### src/rtl/alu_tx_pkg.sv
// Shared definitions for the ALU result serial transmitter.
// Optional feature macro: ALU_TX_PARITY_EN (even parity bit after the data bits).
package alu_tx_pkg;

  // Transmitter FSM states; PARITY is only reachable when ALU_TX_PARITY_EN is defined
  typedef enum logic [2:0] {
    IDLE   = 3'd0,
    START  = 3'd1,
    DATA   = 3'd2,
    PARITY = 3'd3,
    STOP   = 3'd4
  } tx_state_t;

  // Every frame carries a full byte; narrower ALU results are zero-extended
  localparam int FRAME_BITS = 8;
  localparam logic [2:0] LAST_BIT = 3'(FRAME_BITS - 1);

  // Line levels for framing and for the idle line
  localparam logic START_LEVEL = 1'b0;
  localparam logic STOP_LEVEL  = 1'b1;
  localparam logic IDLE_LEVEL  = 1'b1;

endpackage

### src/rtl/baud_tick.sv
// Bit-period counter: emits a one-cycle tick on the last cycle of each bit period.
// The clear input restarts the period so every state begins a fresh full bit.
module baud_tick #(
  parameter int CLKS_PER_BIT = 868
) (
  input  logic clock,
  input  logic reset,
  input  logic clear,
  output logic tick
);

  localparam int CW = (CLKS_PER_BIT > 1) ? $clog2(CLKS_PER_BIT) : 1;
  localparam logic [CW-1:0] LAST_COUNT = CW'(CLKS_PER_BIT - 1);

  logic [CW-1:0] count;

  // Tick depends only on the count so it never loops back through the FSM's clear
  assign tick = (count == LAST_COUNT);

  // Count cycles within a bit, wrapping on the tick or restarting on clear
  always_ff @(posedge clock or posedge reset) begin
    if (reset) begin
      count <= '0;
    end else if (clear || tick) begin
      count <= '0;
    end else begin
      count <= count + CW'(1);
    end
  end

endmodule

### src/rtl/alu_result_tx.sv
// Serial transmitter for ALU results: start bit, 8 data bits LSB first,
// optional even parity bit, stop bit; each bit lasts CLKS_PER_BIT cycles.
// Optional feature macro: ALU_TX_PARITY_EN.
module alu_result_tx
  import alu_tx_pkg::*;
#(
  parameter int NB_DATA      = 6,
  parameter int CLKS_PER_BIT = 868
) (
  input  logic               clock,
  input  logic               i_reset,
  input  logic [NB_DATA-1:0] i_data,
  input  logic               i_valid,
  output logic               o_tx,
  output logic               o_busy,
  output logic               o_done
);

  tx_state_t state;
  tx_state_t next_state;
  logic      tick;
  logic      bit_clear;
  logic [FRAME_BITS-1:0] shift_reg;
  logic [2:0] bit_idx;
  logic       accept;
`ifdef ALU_TX_PARITY_EN
  logic       parity_bit;
`endif

  assign accept = (state == IDLE) && i_valid;

  baud_tick #(
    .CLKS_PER_BIT(CLKS_PER_BIT)
  ) u_baud_tick (
    .clock(clock),
    .reset(i_reset),
    .clear(bit_clear),
    .tick (tick)
  );

  // State register; reset drops straight back to an idle line
  always_ff @(posedge clock or posedge i_reset) begin
    if (i_reset) begin
      state <= IDLE;
    end else begin
      state <= next_state;
    end
  end

  // Next-state and output decode; the period counter restarts on every state change
  always_comb begin
    next_state = state;
    o_tx       = IDLE_LEVEL;
    o_busy     = 1'b1;
    o_done     = 1'b0;
    case (state)
      IDLE: begin
        o_busy = 1'b0;
        if (i_valid) next_state = START;
      end
      START: begin
        o_tx = START_LEVEL;
        if (tick) next_state = DATA;
      end
      DATA: begin
        o_tx = shift_reg[0];
`ifdef ALU_TX_PARITY_EN
        if (tick && (bit_idx == LAST_BIT)) next_state = PARITY;
`else
        if (tick && (bit_idx == LAST_BIT)) next_state = STOP;
`endif
      end
`ifdef ALU_TX_PARITY_EN
      PARITY: begin
        o_tx = parity_bit;
        if (tick) next_state = STOP;
      end
`endif
      STOP: begin
        o_tx = STOP_LEVEL;
        if (tick) begin
          o_done     = 1'b1;
          next_state = IDLE;
        end
      end
      default: begin
        next_state = IDLE;
      end
    endcase
    bit_clear = (next_state != state) || (state == IDLE);
  end

  // Frame datapath: latch the zero-extended result on acceptance, shift out one bit per period
  always_ff @(posedge clock or posedge i_reset) begin
    if (i_reset) begin
      shift_reg  <= '0;
      bit_idx    <= '0;
`ifdef ALU_TX_PARITY_EN
      parity_bit <= 1'b0;
`endif
    end else if (accept) begin
      shift_reg  <= FRAME_BITS'(i_data);
      bit_idx    <= '0;
`ifdef ALU_TX_PARITY_EN
      parity_bit <= ^i_data;
`endif
    end else if ((state == DATA) && tick) begin
      shift_reg <= shift_reg >> 1;
      bit_idx   <= bit_idx + 3'd1;
    end
  end

endmodule

### config.mk
export PLATFORM = sky130hd
export DESIGN_NAME = alu_result_tx
export DESIGN_NICKNAME = d
export VERILOG_FILES = /design/src/rtl/alu_tx_pkg.sv /design/src/rtl/baud_tick.sv /design/src/rtl/alu_result_tx.sv
export SDC_FILE = /design/constraint.sdc
export NUM_CORES = 1
export LEC_CHECK = 0
export ABC_CLOCK_PERIOD_IN_PS = 1900
export BUFFER_PORTS_ARGS = -buffer_cell sky130_fd_sc_hd__buf_4
export CAP_MARGIN = 20
export CORE_MARGIN = 1.5
export CORE_UTILIZATION = 50
export DETAILED_ROUTE_END_ITERATION = 7
export PLACE_DENSITY = 0.72
export SETUP_SLACK_MARGIN = 0.3
export SYNTH_ARGS = -nofsm -noshare
export SYNTH_HDL_FRONTEND = slang
export SYNTH_SLANG_ARGS = --single-unit
### constraint.sdc
create_clock -name clock -period 1.9 [get_ports clock]
set_input_delay 0.38 -clock clock [delete_from_list [all_inputs] [get_ports clock]]
set_output_delay 0.38 -clock clock [all_outputs]
set_load 0.01 [all_outputs]
==> results.txt <==
status: finished, violations left
failing checks: negative setup slack
Avg Cell Area, Syn: 9.618 sq um
clock root buffer: clkbuf_4
maximum clock rate: 0.4302 GHz
internal cell power: 596.9 uW
total placed cells including tap cells: 163
Post-synth EDFFs: 0
overall routed net length: 2412 microns
average wire per cell in the routed design: 13.86 microns
CP peak stage delay: 0.47 ns
first-pass GRT wire length: 4312 microns
max reg flops: 10
Post-Syn Instances: 115
synth cell count leaders: 22 x dfrtp_1, 16 x nor2_1, 14 x nand2_1
final worst slack: -0.4243 ns
share of layout cells above drive strength 1: 42.18%
Yosys top cell area share: 49.77%
Worst Path Class, Setup: flip-flop to primary output
Clock Power Share: 34.1%
combinational power share: 3.3%
crit-path cells: ha_2 -> or4b_4 -> or3_4 -> nor3_4 -> buf_6
number of antenna diodes: 0
Setup crit start: u_baud_tick.count[0]$_DFF_PP0_
Fillers: 136
WP buf/inv: 1
Core Footprint: 2022 sq um
Cell Count, Final, Fillers Out: 174
CP endpoint: o_done
Max Slew Vio Count: 0
First DRT Iteration DRCs: 21
Vias per Instance: 5.305
Seq/Total Area, Yosys: 49.77%
worst path required time: 1.52 ns
PortBufs: 11
Pre-antenna DRT Iters: 4
Layout area overhead: 38.01%
Synth cell types: 32
R2R Setup Slk: -0.30 ns
peak fanout along the critical path: 2
worst r2r src: u_baud_tick.count[0]$_DFF_PP0_
number of buffers created by CTS: 3
Sequential Power Share: 62.6%
ys async rst share: 100.0%
die span in y: 50.04 microns
Ports: 12
Core Util, Final: 75.50%
Core Rows: 16
CTS Sinks: 22
Clock transition at path regs: 0.12 ns
Syn Std Cell Area: 1106 sq um
Clock Tree Buf Depth: 2
Worst-Margin Slew: 0.7091 ns
worst r2r path cells: 8
Sw Share: 20.15%
vias: 923
antenna violations before repair: 0
RSZ-0062 raised after global routing: yes
DRC Markers: 0
HP Class: primary input to async pin
Yosys top cell by area: dfrtp_1
Static Leak: 0.6903 nW
Psw: 150.6 uW
largest net degree at the start of global routing: 23
Crit. path cell count: 5
gpl congestion: 0.7469
reg-to-reg endpoint: bit_idx[0]$_DFFE_PP0P_
Nets: 160
number of global-route vias before repair: 975
DIE WIDTH: 50.04 microns
Synth area leaders: dfrtp_1 50%, nor2_1 5.4%, nand2_1 4.8%
peak supply drop: 0.4143 mV
die area: 2504 sq um
GRT Overall Usage: 22.37%
syn nets: 127
Post-synth top flop: dfrtp_1
detailed placer's ending HPWL: 1493 microns
Post-DRT Antenna Nets: 0
Crit. End Element: primary output
Crit path max-delay family: simple AND/OR/NAND/NOR gates
final setup vio count: 22
most frequent cell after synthesis: dfrtp_1
#FFs+latches synth: 22
count of final hold-check violations: 0
Final Cycle Share: 122.3%
htree depth: 1
gr ovfl total: 0
Max-slew headroom: 52.23%
Ys Warns: 0
CP arrival: 1.94 ns
CP startpoint kind: flip-flop
CTS tree: built
pwr/cell area: 489.7 nW/um^2
minimum clock period: 2.324 ns
starting density of the core: 54.70%
slowest CP cell: or4b_4
clk_lat worst skew: 0.30 ns
max cap viols: 0
Worst Skew: 0.003495 ns
## final cells by class
type	instances	area, sq um	area share (%)
clock buffer	4	36.28	2.377
inverter	8	30.03	1.967
multi-input combinational	83	630.6	41.31
sequential	22	551.8	36.15
tap	27	33.78	2.213
timing repair buffer	30	244.0	15.98
## what timing repair did
item | 4_1_cts | 5_1_grt
hold buffers | 0 | 0
setup endpoints to repair | 25 | 25
hold endpoints to repair | 0 | 0
pin swaps | 7 | 8
resized for setup | 12 | 16
setup buffers | 3 | 2
gates cloned | 2 | 0
## metal layers
layer | GRT usage [%] | vias to the layer above | wire length [microns]
met3 | 1.818 | 2 | 48
met2 | 38.16 | 12 | 1258
met5 | 0 | - | 0
met4 | 8.333 | 0 | 14
met1 | 29.39 | 451 | 1090
li1 | - | 458 | -
## how the worst min path moves through the flow
stage / to / slack, ns
after floorplan: bit_idx[0]$_DFFE_PP0P_ / 0.37
after global placement: u_baud_tick.count[8]$_DFF_PP0_ / 0.44
after detailed placement: shift_reg[5]$_DFFE_PP0P_ / 0.44
after CTS: shift_reg[5]$_DFFE_PP0P_ / 0.09
after global routing: shift_reg[5]$_DFFE_PP0P_ / 0.13
final: shift_reg[4]$_DFFE_PP0P_ / 0.09
## cell usage in the layout, fill, tap and decap left out, drive strengths merged, types with 3 or more instances in the layout
cell type,Yosys,final
inv,8,8
dfrtp,22,22
clkbuf,1,4
ha,3,3
o21ai,8,8
buf,2,30
xnor2,6,6
a22oi,4,4
nor3,5,5
nand2,14,14
nor2,16,16
nand3,4,4
## worst reg2reg max path, stage by stage (launching register included)
cell,delay [ns]
dfrtp_1,0.38
ha_2,0.17
or4b_4,0.47
buf_4,0.15
buf_4,0.12
buf_6,0.12
nor4_4,0.32
nor2_2,0.10
mux2_4,0.27
## power groups by stage
stage	registers, mW	clock network, mW	logic, mW
floorplan	0.477	0	0.00706
global placement	0.477	0	0.0234
detailed placement	0.477	0	0.0240
CTS	0.468	0.269	0.0241
global route	0.468	0.276	0.0277
finish	0.468	0.255	0.0243
## through the flow
stage	worst slack [ns]	cell area, sq um	power [mW]	TNS, ns	hold WS [ns]
6_report	-0.4243	1526	0.7475	-3.211	0.09199
2_1_floorplan	-0.05766	1125	0.4841	-0.05766	0.3692
5_1_grt	-0.4880	1526	0.7717	-4.806	0.1261
3_5_place_dp	-0.05448	1323	0.5010	-0.05448	0.4433
3_3_place_gp	-0.02385	1323	0.5005	-0.02385	0.4352
4_1_cts	-0.4094	1451	0.7607	-1.583	0.08841
## kinds of logic (layout without fill, tap and decap cells)
logic type | Yosys count | after routing | share of synthesized area, %
buf+inv | 11 | 42 | 4.185
simple gates | 52 | 52 | 24.10
xor+xnor | 8 | 8 | 6.335
mux | 2 | 2 | 2.036
flops | 22 | 22 | 49.77
compound gates | 17 | 18 | 10.18
fa+ha+maj | 3 | 3 | 3.394
No activity file was read; power rests on OpenSTA's default activity.
